--- src/rtl/imm_gen_pkg.sv ---
// Shared types for the immediate generator pipe.
// Defining IMM_GEN_ERR_EN adds a per-entry error flag to the stored entry.
package imm_gen_pkg;

    localparam int IMM_W_MAX = 64;
    localparam int TAG_W_MAX = 32;

    typedef enum logic [2:0] {
        IMM_I     = 3'b000,
        IMM_S     = 3'b001,
        IMM_U     = 3'b010,
        IMM_SHAMT = 3'b011,
        IMM_ZIMM  = 3'b100,
        IMM_B     = 3'b101,
        IMM_J     = 3'b110,
        IMM_ILL   = 3'b111
    } imm_src_e;

    typedef enum logic [1:0] {
        EMPTY = 2'b00,
        ONE   = 2'b01,
        FULL  = 2'b10
    } fifo_state_e;

    // Sized for the widest build; narrower XLEN/TAG_W use the low bits.
    typedef struct packed {
        logic [IMM_W_MAX-1:0] imm;
        logic [TAG_W_MAX-1:0] tag;
`ifdef IMM_GEN_ERR_EN
        logic                 err;
`endif
    } imm_entry_t;

endpackage

--- src/rtl/imm_gen_pipe_decode.sv ---
// Combinational immediate extraction for all RISC-V style formats.
// Illegal format codes produce zero and raise the illegal flag.
module imm_format_decode #(
    parameter int XLEN = 32
) (
    input  logic [31:0]     instr,
    input  logic [2:0]      imm_src,
    output logic [XLEN-1:0] imm,
    output logic            illegal
);
    import imm_gen_pkg::*;

    logic signed [31:0] raw_s;
    logic               unused_opcode;

    // Every 32-bit format value is already sign-correct, so widening is a plain sign extension.
    function automatic logic [XLEN-1:0] sext32(input logic signed [31:0] v);
        return XLEN'(v);
    endfunction

    always_comb begin
        raw_s   = '0;
        illegal = 1'b0;
        case (imm_src_e'(imm_src))
            IMM_I:     raw_s = {{20{instr[31]}}, instr[31:20]};
            IMM_S:     raw_s = {{20{instr[31]}}, instr[31:25], instr[11:7]};
            IMM_U:     raw_s = {instr[31:12], 12'h000};
            IMM_SHAMT: raw_s = (XLEN == 64) ? {26'd0, instr[25:20]} : {27'd0, instr[24:20]};
            IMM_ZIMM:  raw_s = {27'd0, instr[19:15]};
            IMM_B:     raw_s = {{19{instr[31]}}, instr[31], instr[7], instr[30:25], instr[11:8], 1'b0};
            IMM_J:     raw_s = {{11{instr[31]}}, instr[31], instr[19:12], instr[20], instr[30:21], 1'b0};
            default:   illegal = 1'b1;
        endcase
        imm = sext32(raw_s);
    end

    assign unused_opcode = ^instr[6:0];

endmodule

--- src/rtl/imm_gen_pipe.sv ---
// Immediate generator with a 2-entry result FIFO and valid/ready on both sides.
// Define IMM_GEN_ERR_EN to add the err port and per-entry error storage.
module imm_gen_pipe
    import imm_gen_pkg::*;
#(
    parameter int XLEN  = 32,
    parameter int TAG_W = 5
) (
    input  logic             clk,
    input  logic             reset,
    input  logic             in_valid,
    output logic             in_ready,
    input  logic [31:0]      instr,
    input  logic [2:0]       imm_src,
    input  logic [TAG_W-1:0] in_tag,
    output logic             out_valid,
    input  logic             out_ready,
    output logic [XLEN-1:0]  imm_ext,
    output logic [TAG_W-1:0] out_tag
`ifdef IMM_GEN_ERR_EN
    ,
    output logic             err
`endif
);

    if (XLEN != 32 && XLEN != 64) begin : g_bad_xlen
        $error("imm_gen_pipe: XLEN must be 32 or 64");
    end

    fifo_state_e     state_q, state_d;
    logic            in_ready_q, in_ready_d;
    imm_entry_t      entry0_q, entry0_d;
    imm_entry_t      entry1_q, entry1_d;
    imm_entry_t      new_entry;
    logic [XLEN-1:0] dec_imm;
    logic            dec_illegal;
    logic            accept;
    logic            pop;
    logic            unused_bits;

    imm_format_decode #(.XLEN(XLEN)) u_decode (
        .instr   (instr),
        .imm_src (imm_src),
        .imm     (dec_imm),
        .illegal (dec_illegal)
    );

    always_comb begin
        new_entry     = '0;
        new_entry.imm = IMM_W_MAX'($signed(dec_imm));
        new_entry.tag = TAG_W_MAX'(in_tag);
`ifdef IMM_GEN_ERR_EN
        new_entry.err = dec_illegal;
`endif
    end

    assign accept    = in_valid && in_ready_q;
    assign out_valid = (state_q != EMPTY);
    assign pop       = out_valid && out_ready;
    assign in_ready  = in_ready_q;

    // entry0 is always the head; entry1 only holds the second result while FULL.
    always_comb begin
        state_d  = state_q;
        entry0_d = entry0_q;
        entry1_d = entry1_q;
        case (state_q)
            EMPTY: begin
                if (accept) begin
                    state_d  = ONE;
                    entry0_d = new_entry;
                end
            end
            ONE: begin
                if (accept && pop) begin
                    entry0_d = new_entry;
                end else if (accept) begin
                    state_d  = FULL;
                    entry1_d = new_entry;
                end else if (pop) begin
                    state_d  = EMPTY;
                end
            end
            FULL: begin
                if (pop) begin
                    state_d  = ONE;
                    entry0_d = entry1_q;
                end
            end
            default: state_d = EMPTY;
        endcase
        in_ready_d = (state_d != FULL);
    end

    always_ff @(posedge clk) begin
        if (reset) begin
            state_q    <= EMPTY;
            in_ready_q <= 1'b0;
        end else begin
            state_q    <= state_d;
            in_ready_q <= in_ready_d;
        end
    end

    always_ff @(posedge clk) begin
        entry0_q <= entry0_d;
        entry1_q <= entry1_d;
    end

    // Data registers are not reset; the head is masked whenever nothing is stored.
    assign imm_ext = out_valid ? entry0_q.imm[XLEN-1:0] : '0;
    assign out_tag = out_valid ? entry0_q.tag[TAG_W-1:0] : '0;

`ifdef IMM_GEN_ERR_EN
    assign err         = out_valid && entry0_q.err;
    assign unused_bits = ^entry0_q;
`else
    assign unused_bits = ^{entry0_q, dec_illegal};
`endif

endmodule

--- config.mk ---
export PLATFORM = sky130hd
export DESIGN_NAME = imm_gen_pipe
export DESIGN_NICKNAME = d
export VERILOG_FILES = /design/src/rtl/imm_gen_pkg.sv /design/src/rtl/imm_gen_pipe_decode.sv /design/src/rtl/imm_gen_pipe.sv
export SDC_FILE = /design/constraint.sdc
export NUM_CORES = 1
export LEC_CHECK = 0
export ABC_AREA = 1
export CAP_MARGIN = 20
export CORE_MARGIN = 4
export CORE_UTILIZATION = 45
export CTS_CLUSTER_SIZE = 24
export DETAILED_ROUTE_END_ITERATION = 7
export PLACE_DENSITY = 0.75
export SLEW_MARGIN = 25
export SYNTH_ARGS = -nofsm -noshare
export SYNTH_HDL_FRONTEND = slang
export SYNTH_SLANG_ARGS = --single-unit
export TNS_END_PERCENT = 10
--- constraint.sdc ---
create_clock -name clk -period 4 [get_ports clk]
set_input_delay 0.6 -clock clk [delete_from_list [all_inputs] [get_ports clk]]
set_output_delay 0.6 -clock clk [all_outputs]
set_load 0.05 [all_outputs]
# == Word-level counts from Yosys, hierarchy flattened ==
# Index checks and enable logic that the tools add are counted.
# word_totals
reg_bits,77
input_bits,44
out_inout_bits,39
elab_cells,41
# op_classes
eq_ne,12
muxes,13
n_bitwise,1
reduce_logical,9
# op_table
operator,count
32-bit case mux with 7 select lines,1
64-bit two-way mux,3
64-bit case mux with 3 select lines,1
32-bit two-way mux,1
2-bit two-way mux,5
"3-bit == test, second input constant",3
"2-bit != test, second input constant",4
"3-bit by 2-bit == test with 1-bit output, second input constant",2
2-bit case mux with 3 select lines,1
5-bit two-way mux,1
4-bit AND reduction,1
"3-bit by 1-bit == test with 1-bit output, second input constant",1
1-bit logical AND,3
3-bit zero test,1
3-bit AND reduction,1
3-bit nonzero test,1
"2-bit by 1-bit == test with 1-bit output, second input constant",1
"2-bit == test, second input constant",1
2-bit zero test,1
2-bit nonzero test,1
1-bit NOT,1

# == Longest topological paths before layout ==
# Gate-level depths: netlist (run 1).
# logic_depth
word_depth,7
depth_mapped,8
depth_no_buf,8

# == Cells and area by module ==
# Synthesis (run 1) repeated with hierarchy kept, for this count alone.
# hier_totals
hier_cells,403
hier_area_um2,3709.8
# by_module_without_submodules
mod,instances,cells_each,area_per_inst_um2,seq_area_each_um2
imm_gen_pipe,1,300,3219.3,2282.2
imm_format_decode,1,103,490.5,0.0

# == Least setup slack after synthesis (run 1) ==
# No wires, ideal clock.
# synth_path
kind,register to register
start,reg in_ready_q (netlist: in_ready)
end,"reg entry1_q[0] (netlist bit), enable pin"
setup_ns,0.477
t_arrival_ns,3.428
t_required_ns,3.523
path_slack_ns,0.095
stages_incl_launch_ff,3
n_path_buf,0
period_less_slack_ns,3.905
cell_sequence,dfxtp_1 -> nand3_1 -> nor3_1
# synth_between
elab_chain_cells,4
# synth_rtl
element,line,text
from (decl),imm_gen_pipe.sv:31,"logic in_ready_q, in_ready_d;"
from (signal assigned),imm_gen_pipe.sv:101,in_ready_q <= in_ready_d;
1-bit logical AND *,imm_gen_pipe.sv:57,assign accept = in_valid && in_ready_q;
1-bit logical AND,imm_gen_pipe.sv:75,if (accept && pop) begin
1-bit NOT (no line),--,
3-bit AND reduction (no line) *,--,
to (signal assigned),imm_gen_pipe.sv:107,entry1_q <= entry1_d;
to (decl),imm_gen_pipe.sv:33,"imm_entry_t entry1_q, entry1_d;"
# Every way passes the cells marked *; elsewhere a longest branch is shown, timed or not.
# A chain may end at the register's enable or synchronous reset.

# == Final worst setup path (run 1) ==
# layout_path
start,reg state_q[1]
end,out imm_ext[15]
# layout_between
elab_chain_cells,2
# layout_rtl
element,line,text
from (decl),imm_gen_pipe.sv:30,"fifo_state_e state_q, state_d;"
from (signal assigned),imm_gen_pipe.sv:100,state_q <= state_d;
2-bit nonzero test,imm_gen_pipe.sv:58,assign out_valid = (state_q != EMPTY);
32-bit two-way mux,imm_gen_pipe.sv:111,assign imm_ext = out_valid ? entry0_q.imm[XLEN-1:0] : '0;
to (decl),imm_gen_pipe.sv:18,"output logic [XLEN-1:0] imm_ext,"
# No other way between the ends.

==> results of run 1 <==
[power groups by stage]
| stage | logic, µW | registers (µW) | clock network [µW] |
|---|---|---|---|
| 2_1_floorplan | 221 | 966 | 0 |
| 3_3_place_gp | 343 | 963 | 0 |
| 3_5_place_dp | 350 | 965 | 0 |
| 4_1_cts | 352 | 946 | 750 |
| 5_1_grt | 380 | 949 | 793 |
| 6_report | 349 | 946 | 741 |
[area by class of cell]
cell class | instances | area (µm²)
Fill cell | 666 | 3080
Sequential cell | 77 | 2280
Multi-Input combinational cell | 253 | 1100
Timing Repair Buffer | 81 | 796
Inverter | 55 | 206
Clock buffer | 10 | 128
Tap cell | 102 | 128
Clock inverter | 5 | 124
[routing by layer]
| layer | vias up | wire length (µm) | global-route usage |
|---|---|---|---|
| met5 | - | 0 | 0 |
| met4 | 0 | 205 | 0.0935 |
| met3 | 14 | 470 | 0.0396 |
| met2 | 89 | 3870 | 0.279 |
| met1 | 1374 | 3240 | 0.206 |
| li1 | 1445 | - | - |
[kinds of logic (layout without fill, tap and decap cells)]
logic type,Yosys count,in the layout,synth area share
compound gates,30,30,0.0435
buf+inv,76,151,0.0857
flops,77,77,0.620
simple gates,223,223,0.251
[per-stage QoR]
stage | cell area, µm² | hold WS, ns | std cells | utilization | power, µW
2_1_floorplan | 3680 | 0.469 | 406 | - | 1190
3_3_place_gp | 4510 | 0.495 | 568 | 0.575 | 1310
3_5_place_dp | 4510 | 0.500 | 568 | 0.575 | 1310
4_1_cts | 4770 | 0.517 | 583 | 0.607 | 2050
5_1_grt | 4770 | 0.541 | 583 | 0.607 | 2120
6_report | 4770 | 0.512 | 583 | 0.607 | 2040
[cells in the final DEF, fill, tap and decap left out, drive strengths merged, types with 4 or more instances in the layout]
| master | n |
|---|---|
| nand2 | 129 |
| clkdlybuf4s50 | 75 |
| edfxtp | 74 |
| nor2 | 55 |
| inv | 54 |
| nand3 | 36 |
| o21ai | 19 |
| clkbuf | 10 |
| a31oi | 8 |
| buf | 6 |
| bufinv | 4 |
[sequential cells by signal, indices dropped and copies added (netlist names)]
register / flops
entry0_q: 37
entry1_q: 37
in_ready: 1
state_q: 2
[worst min path at each step]
stage | start | to | slack [ns] | depth (start not counted)
6_report | entry1_q[1]$_DFFE_PP_ | entry0_q[1]$_DFFE_PP_ | 0.51 | 2
5_1_grt | state_q[0]$_SDFF_PP0_ | in_ready$_SDFF_PP0_ | 0.54 | 2
4_1_cts | entry1_q[1]$_DFFE_PP_ | entry0_q[1]$_DFFE_PP_ | 0.52 | 2
3_5_place_dp | entry1_q[1]$_DFFE_PP_ | entry0_q[1]$_DFFE_PP_ | 0.50 | 2
3_3_place_gp | entry1_q[3]$_DFFE_PP_ | entry0_q[3]$_DFFE_PP_ | 0.50 | 2
2_1_floorplan | state_q[0]$_SDFF_PP0_ | in_ready$_SDFF_PP0_ | 0.47 | 2
[critical path: stages, from the launching register on]
cell and delay, ns:
dfxtp_1 0.34, nor2_2 0.71, buf_4 0.34, nor2_1 0.06, clkdlybuf4s50_1 0.71
==> flow_metrics.tcl, run 1 <==
set metrics [dict create \
    n_antenna_cell 0 \
    dieWidth_um 98.4 \
    tightest_slew_ns 0.902 \
    clk_latency_ns 0.35 \
    pre_cts_ws_ns 1.24 \
    power.switching_uw 509 \
    cts_max_path_buffers 2 \
    power.leakage_uw 0.00209 \
    ys_warn_count 0 \
    cts_sinks 77 \
    grtUsageTotal 0.170 \
    vias 2922 \
    netlist_area_mm2 0.00368 \
    setup_ws_ns 0.881 \
    drt_iter0_markers 143 \
    cp-end-kind "primary output" \
    avgViaCountPerCell 5.01 \
    max_slew_margin 0.398 \
    fmax_mhz 321 \
    path_class "flop to primary output" \
    drv_slew 0 \
    rrSetupSlack_ns 1.44 \
    dp_hpwl_mm 5.42 \
    synth_common_cells "nand2_1, edfxtp_1, nor2_1" \
    fin_crit_sh 0.780 \
    grt_pass1_wl_mm 13.0 \
    synth.top_cell.area_share 0.604 \
    clock-root-buffer "clkbuf_8" \
    synth-seq-area-share 0.620 \
    power.density_mw_per_mm2 427 \
    drc_errors 0 \
    nNetsFinal 521 \
    place_congestion 0.826 \
    die_y_um 98.4 \
    cts_tree "done" \
    grt_pass1_vias 2925 \
    avgSynthCellArea_um2 9.07 \
    hold_viol 0 \
    rsz0062_at_grt "false" \
    grt_antenna_before_repair 0 \
    p_clk_frac 0.364 \
    hold_path.class "flop to flop" \
    dr.pass1.iters 4 \
    ff2ff_path_depth 4 \
    overflow 0 \
    maxCapViolCount 0 \
    rr_startpoint "state_q[1]$_SDFF_PP0_" \
    cts_buffers 9 \
    synthArstFlopShare 0 \
    synth.distinct_cells 22 \
    yosys.cell_count.top_type "nand2_1" \
    syn_nets 450 \
    seq_power_share 0.465 \
    syn-instance-count 406 \
    postRouteAntennaNets 0 \
    synth_edf_count 74 \
    grt_max_degree 42 \
    path_max_fanout 22 \
    fin_skew_ns 0.00670 \
    switching_share 0.250 \
    synth.largest_area_cell "edfxtp_1" \
    synthTopCellsByArea "edfxtp_1, nand2_1, nor2_1" \
    crit_end "imm_ext[15]" \
    wire_per_inst_um 13.4 \
    postCtsHoldBufs 0 \
    htree_levels 3 \
    clk_pin_slew_ns 0.08 \
    power_frac_comb 0.171 \
    dieArea_mm2 0.00969 \
    core-area_mm2 0.00785 \
    tns_ns 0 \
    yosys_most_used_dff "edfxtp_1" \
    start_kind "flop" \
    min_period_ns 3.12 \
    ys_ff_latch 77 \
    worstPathArrival_ns 2.52 \
    cts-resized-gates 0 \
    setup_violations 0 \
    cp-startpoint "state_q[1]$_SDFF_PP0_" \
    status "finished clean" \
    port_buffers 75 \
    wl_mm 7.79 \
    num_io_pins 83 \
    ir_drop_mv 0.230 \
    post-cts-setup-buffers 0 \
    core.rowCount 32 \
    p_int_uw 1530 \
    r2r_end "entry0_q[53]$_DFFE_PP_" \
    start_util 0.469 \
    synthToLayoutAreaGrowth_pct 29.5 \
    drive_above_1_share 0.0707 \
    required_ns 3.40 \
]
No activity file was read; power rests on OpenSTA's default activity.
==> run 2, diff against run 1 <==
- CORE_UTILIZATION: 45 -> 50
- PLACE_DENSITY: 0.75 -> 0.78
- clock period: 4 -> 2.99 ns (I/O delays scaled with it)
==> run 2 against run 1 <==
Compared with the run above:
- non-clock buffer count unchanged
- critical path type unchanged
- register-to-register slack got worse by 0.37 ns
- clock power fell by 9.2%
==> flow_metrics.tcl, run 2 (synthesis results as in run 1) <==
set metrics [dict create \
    hold_path.class "flop to flop" \
    port_buffers 75 \
    nNetsFinal 521 \
    fmax_mhz 410 \
    fin_skew_ns 0.00873 \
    drv_slew 0 \
    overflow 0 \
    crit_chain "nor2_2 > buf_4 > nor2_1 > clkdlybuf4s50_1" \
    setup_ws_ns 0.552 \
    p_clk_frac 0.280 \
    grt_max_degree 42 \
    tightest_slew_ns 0.930 \
    grtUsageTotal 0.181 \
    start_util 0.510 \
    p_int_uw 1710 \
    timing.critical_path.buf_inv 2 \
    grt_pass1_wl_mm 12.2 \
    power.switching_uw 699 \
    whs_ns 0.520 \
    clock-root-buffer "clkbuf_8" \
    cts-resized-gates 0 \
    wire_per_inst_um 13.0 \
    drive_above_1_share 0.0748 \
    wl_mm 7.55 \
    maxCapViolCount 0 \
    fin_crit_sh 0.815 \
    switching_share 0.290 \
    avgViaCountPerCell 4.93 \
    setup_violations 0 \
    drc_errors 0 \
    grt_antenna_before_repair 0 \
    synthToLayoutAreaGrowth_pct 27.5 \
    path_class "flop to primary output" \
    final_util 0.650 \
    worstPathArrival_ns 1.99 \
    pre_cts_ws_ns 0.617 \
    postCtsHoldBufs 0 \
    cp-end-kind "primary output" \
    drt_iter0_markers 191 \
    n_fill_cell 621 \
    htree_levels 3 \
    layout_common_cells "nand2_1, clkdlybuf4s50_1, edfxtp_1" \
    dieWidth_um 93.8 \
    finalNonFillerCells 580 \
    dr.pass1.iters 4 \
    max_slew_margin 0.376 \
    power.leakage_uw 0.00205 \
    power.density_mw_per_mm2 513 \
    dp_hpwl_mm 5.21 \
    dieArea_mm2 0.00880 \
    core-area_mm2 0.00721 \
    rsz0062_at_grt "false" \
    path_max_fanout 21 \
    final_common_cell "nand2_1" \
    cts_buffers 9 \
    cp_top_family "buffers and inverters" \
    place_congestion 0.773 \
    n_antenna_cell 0 \
    postRouteAntennaNets 0 \
    seq_power_share 0.525 \
    ir_drop_mv 0.282 \
    cp_slowest_cell "clkdlybuf4s50_1" \
    power_frac_comb 0.195 \
    cts_max_path_buffers 2 \
    clk_latency_ns 0.34 \
    clk_pin_slew_ns 0.08 \
    num_io_pins 83 \
    status "finished clean" \
    top_regs "entry0_q: 37 flops, entry1_q: 37 flops, state_q: 2 flops" \
    cts_tree "done" \
    cts_sinks 77 \
    start_kind "flop" \
    post-cts-setup-buffers 0 \
    vias 2862 \
    die_y_um 93.8 \
    min_period_ns 2.44 \
    required_ns 2.54 \
    dp.cells 565 \
    core.rowCount 31 \
    slowest_delay_ns 0.84 \
    hold_viol 0 \
    grt_pass1_vias 2589 \
]
-- run 2: cell types whose count changed in the layout (fill, tap and decap cells not counted), sizes merged --
cell      before  now
clkinvlp       0    2
clkinv         2    4
inv           54   55
clkbuf        10    9
bufinv         4    0
-- run 2: power by group through the flow --
| stage | clock network [µW] | logic, µW | registers [µW] |
|---|---|---|---|
| CTS | 690 | 475 | 1260 |
| detailed placement | 0 | 474 | 1290 |
| floorplan | 0 | 296 | 1290 |
| global placement | 0 | 463 | 1290 |
| global route | 738 | 511 | 1270 |
| finish | 673 | 471 | 1260 |
-- run 2: through the flow --
step                      total power, µW  cell area [µm²]  setup TNS [ns]
after global routing                 2520             4690               0
after detailed placement             1760             4530               0
after global placement               1750             4530               0
after floorplan                      1590             3690           -6.47
final                                2410             4690               0
after CTS                            2430             4690               0
-- run 2: worst reg2reg max path, stage by stage (launching register included) --
cell      delay, ns
dfxtp_1        0.38
inv_1          0.11
nand2_2        0.07
clkinv_1       0.72
nand2_1        0.27
o21ai_1        0.10
-- run 2: per-layer routing --
layer	up-vias	track usage	wire, µm	part of all wire
li1	1447	-	-	-
met1	1306	0.230	3010	0.40
met2	103	0.299	3940	0.52
met3	6	0.0465	545	0.072
met4	0	0.0638	53	0.0070
met5	-	0	0	0
-- run 2: final cells by class --
type                            count  area (µm²)  area share
Timing Repair Buffer               81         808       0.172
Sequential cell                    77        2280       0.486
Inverter                           55         206      0.0440
Clock buffer                        9         124      0.0264
Clock inverter                      6        38.8     0.00827
Tap cell                           99         124      0.0264
Multi-Input combinational cell    253        1110       0.236
-- run 2: final timing paths --
kind | start | endpoint | slack, ns | depth (start not counted)
max | state_q[1]$_SDFF_PP0_ | imm_ext[2] | 0.55 | 4
min reg2reg | entry1_q[2]$_DFFE_PP_ | entry0_q[2]$_DFFE_PP_ | 0.52 | 2
min | entry1_q[2]$_DFFE_PP_ | entry0_q[2]$_DFFE_PP_ | 0.52 | 2
max reg2reg | state_q[0]$_SDFF_PP0_ | entry0_q[38]$_DFFE_PP_ | 1.07 | 5
==> run 3, diff against run 2 <==
- CORE_UTILIZATION: 50 -> 45
- PLACE_DENSITY: 0.78 -> 0.75
- clock period: 2.99 -> 2.15 ns (I/O delays scaled with it)
==> run 3 against run 2 <==
Compared with the run above:
- non-clock buffer count increased by 6
- sequential share of layout area about the same
- clock power increased by 55%
- via count increased by 0.73%
- critical path depth decreased by 3
- global-route usage decreased by 2.5 points
- worst hold slack got worse by 0.0060 ns
- design area about the same
- combinational power increased by 37%
- largest cell class unchanged
- clock-buffer cell count unchanged
==> flow_metrics.tcl, run 3 (synthesis results as in run 1) <==
set metrics [dict create \
    status "finished clean" \
    nNetsFinal 527 \
    power.leakage_uw 0.00217 \
    whs_ns 0.514 \
    post-cts-setup-buffers 0 \
    power.density_mw_per_mm2 734 \
    clk_latency_ns 0.34 \
    fin_skew_ns 0.00915 \
    final_common_cell "nand2_1" \
    start_kind "flop" \
    hold_end "entry0_q[3]$_DFFE_PP_" \
    cts_sinks 77 \
    wire_per_inst_um 12.6 \
    grt_pass1_wl_mm 12.2 \
    cp_slowest_cell "clkdlybuf4s50_1" \
    grt_pass1_vias 2628 \
    core-area_mm2 0.00785 \
    clk_pin_slew_ns 0.08 \
    cp-end-kind "primary output" \
    avgViaCountPerCell 4.89 \
    cts_max_path_buffers 2 \
    grtUsageTotal 0.156 \
    postRouteAntennaNets 0 \
    grt_util_met2 0.259 \
    required_ns 1.83 \
    grt_antenna_before_repair 0 \
    grtUsageMet3 0.0410 \
    wl_mm 7.44 \
    synthToLayoutAreaGrowth_pct 27.4 \
    path_class "flop to primary output" \
    overflow 0 \
    top_regs "entry0_q: 37 flops, entry1_q: 37 flops, state_q: 2 flops" \
    vias 2883 \
    cts-resized-gates 0 \
    ir_drop_mv 0.323 \
    fin_crit_sh 0.842 \
    clock-root-buffer "clkbuf_8" \
    grt_max_degree 38 \
    n_antenna_cell 0 \
    postCtsHoldBufs 0 \
    hold_path.class "flop to flop" \
    layout_common_cells "nand2_1, edfxtp_1, nor2_1" \
    drt_iter0_markers 120 \
    rrSetupSlack_ns 0.58 \
    power_uw 3440 \
    start_util 0.469 \
    crit_chain "clkdlybuf4s50_1" \
    min_period_ns 1.81 \
    maxCapViolCount 0 \
    finalNonFillerCells 589 \
    die_y_um 98.4 \
    use_met1 0.206 \
    tns_ns 0 \
    htree_levels 3 \
    worstPathArrival_ns 1.49 \
    top_usage_layer "met2" \
    drive_above_1_share 0.168 \
    place_congestion 0.769 \
    tightest_slew_ns 0.490 \
    hold_viol 0 \
    final_util 0.598 \
    cts_tree "done" \
    max_slew_margin 0.673 \
    cp_top_family "buffers and inverters" \
    path_max_fanout 3 \
    port_buffers 75 \
    dp_hpwl_mm 5.27 \
    r2r_end "entry0_q[52]$_DFFE_PP_" \
    setup_violations 0 \
    rr_startpoint "state_q[1]$_SDFF_PP0_" \
    core.rowCount 32 \
    fmax_mhz 552 \
    dr.pass1.iters 4 \
    dp.cells 574 \
    ff2ff_path_depth 5 \
    timing.critical_path.buf_inv 1 \
    num_io_pins 83 \
    dieWidth_um 98.4 \
    hold_depth 2 \
    rsz0062_at_grt "false" \
    holdCritStartpoint "entry1_q[3]$_DFFE_PP_" \
    dieArea_mm2 0.00969 \
    slowest_delay_ns 0.80 \
    drv_slew 0 \
    n_fill_cell 704 \
    cts_buffers 9 \
    drc_errors 0 \
]
run 3: how the worst max path moves through the flow:
stage	depth (start not counted)	to	start	slack, ns
final	1	in_ready	in_ready$_SDFF_PP0_	0.34
after global routing	8	entry0_q[60]$_DFFE_PP_	imm_src[2]	0.17
after CTS	1	in_ready	in_ready$_SDFF_PP0_	0.32
after detailed placement	8	entry0_q[57]$_DFFE_PP_	imm_src[2]	0.04
after global placement	8	entry0_q[60]$_DFFE_PP_	imm_src[2]	0.09
after floorplan	2	entry1_q[0]$_DFFE_PP_	in_ready$_SDFF_PP0_	0.07
run 3: metal layers:
| layer | routed length, µm | part of all wire | vias to the layer above |
|---|---|---|---|
| met3 | 674 | 0.091 | 7 |
| li1 | - | - | 1463 |
| met5 | 0 | 0 | - |
| met1 | 3110 | 0.42 | 1282 |
| met2 | 3590 | 0.48 | 131 |
| met4 | 56 | 0.0075 | 0 |
run 3: cell type report:
class | count | area, µm² | share of cell area
clock buffers | 9 | 124 | 0.0264
multi-input cells | 253 | 1110 | 0.237
well taps | 102 | 128 | 0.0272
inverters | 55 | 206 | 0.0440
repair buffers | 87 | 771 | 0.164
clock inverters | 6 | 65.1 | 0.0139
flip-flops and latches | 77 | 2280 | 0.487
run 3: power by group:
group | switching, µW | total, µW | internal (µW)
sequential | 17.7 | 1760 | 1740
combinational | 427 | 646 | 219
clock | 510 | 1040 | 529
total | 955 | 3440 | 2490
run 3: stage by stage:
| stage | setup WS, ns | area (µm²) |
|---|---|---|
| global route | 0.173 | 4690 |
| floorplan | 0.0665 | 3710 |
| CTS | 0.317 | 4690 |
| detailed placement | 0.0442 | 4500 |
| finish | 0.340 | 4690 |
| global placement | 0.0851 | 4500 |
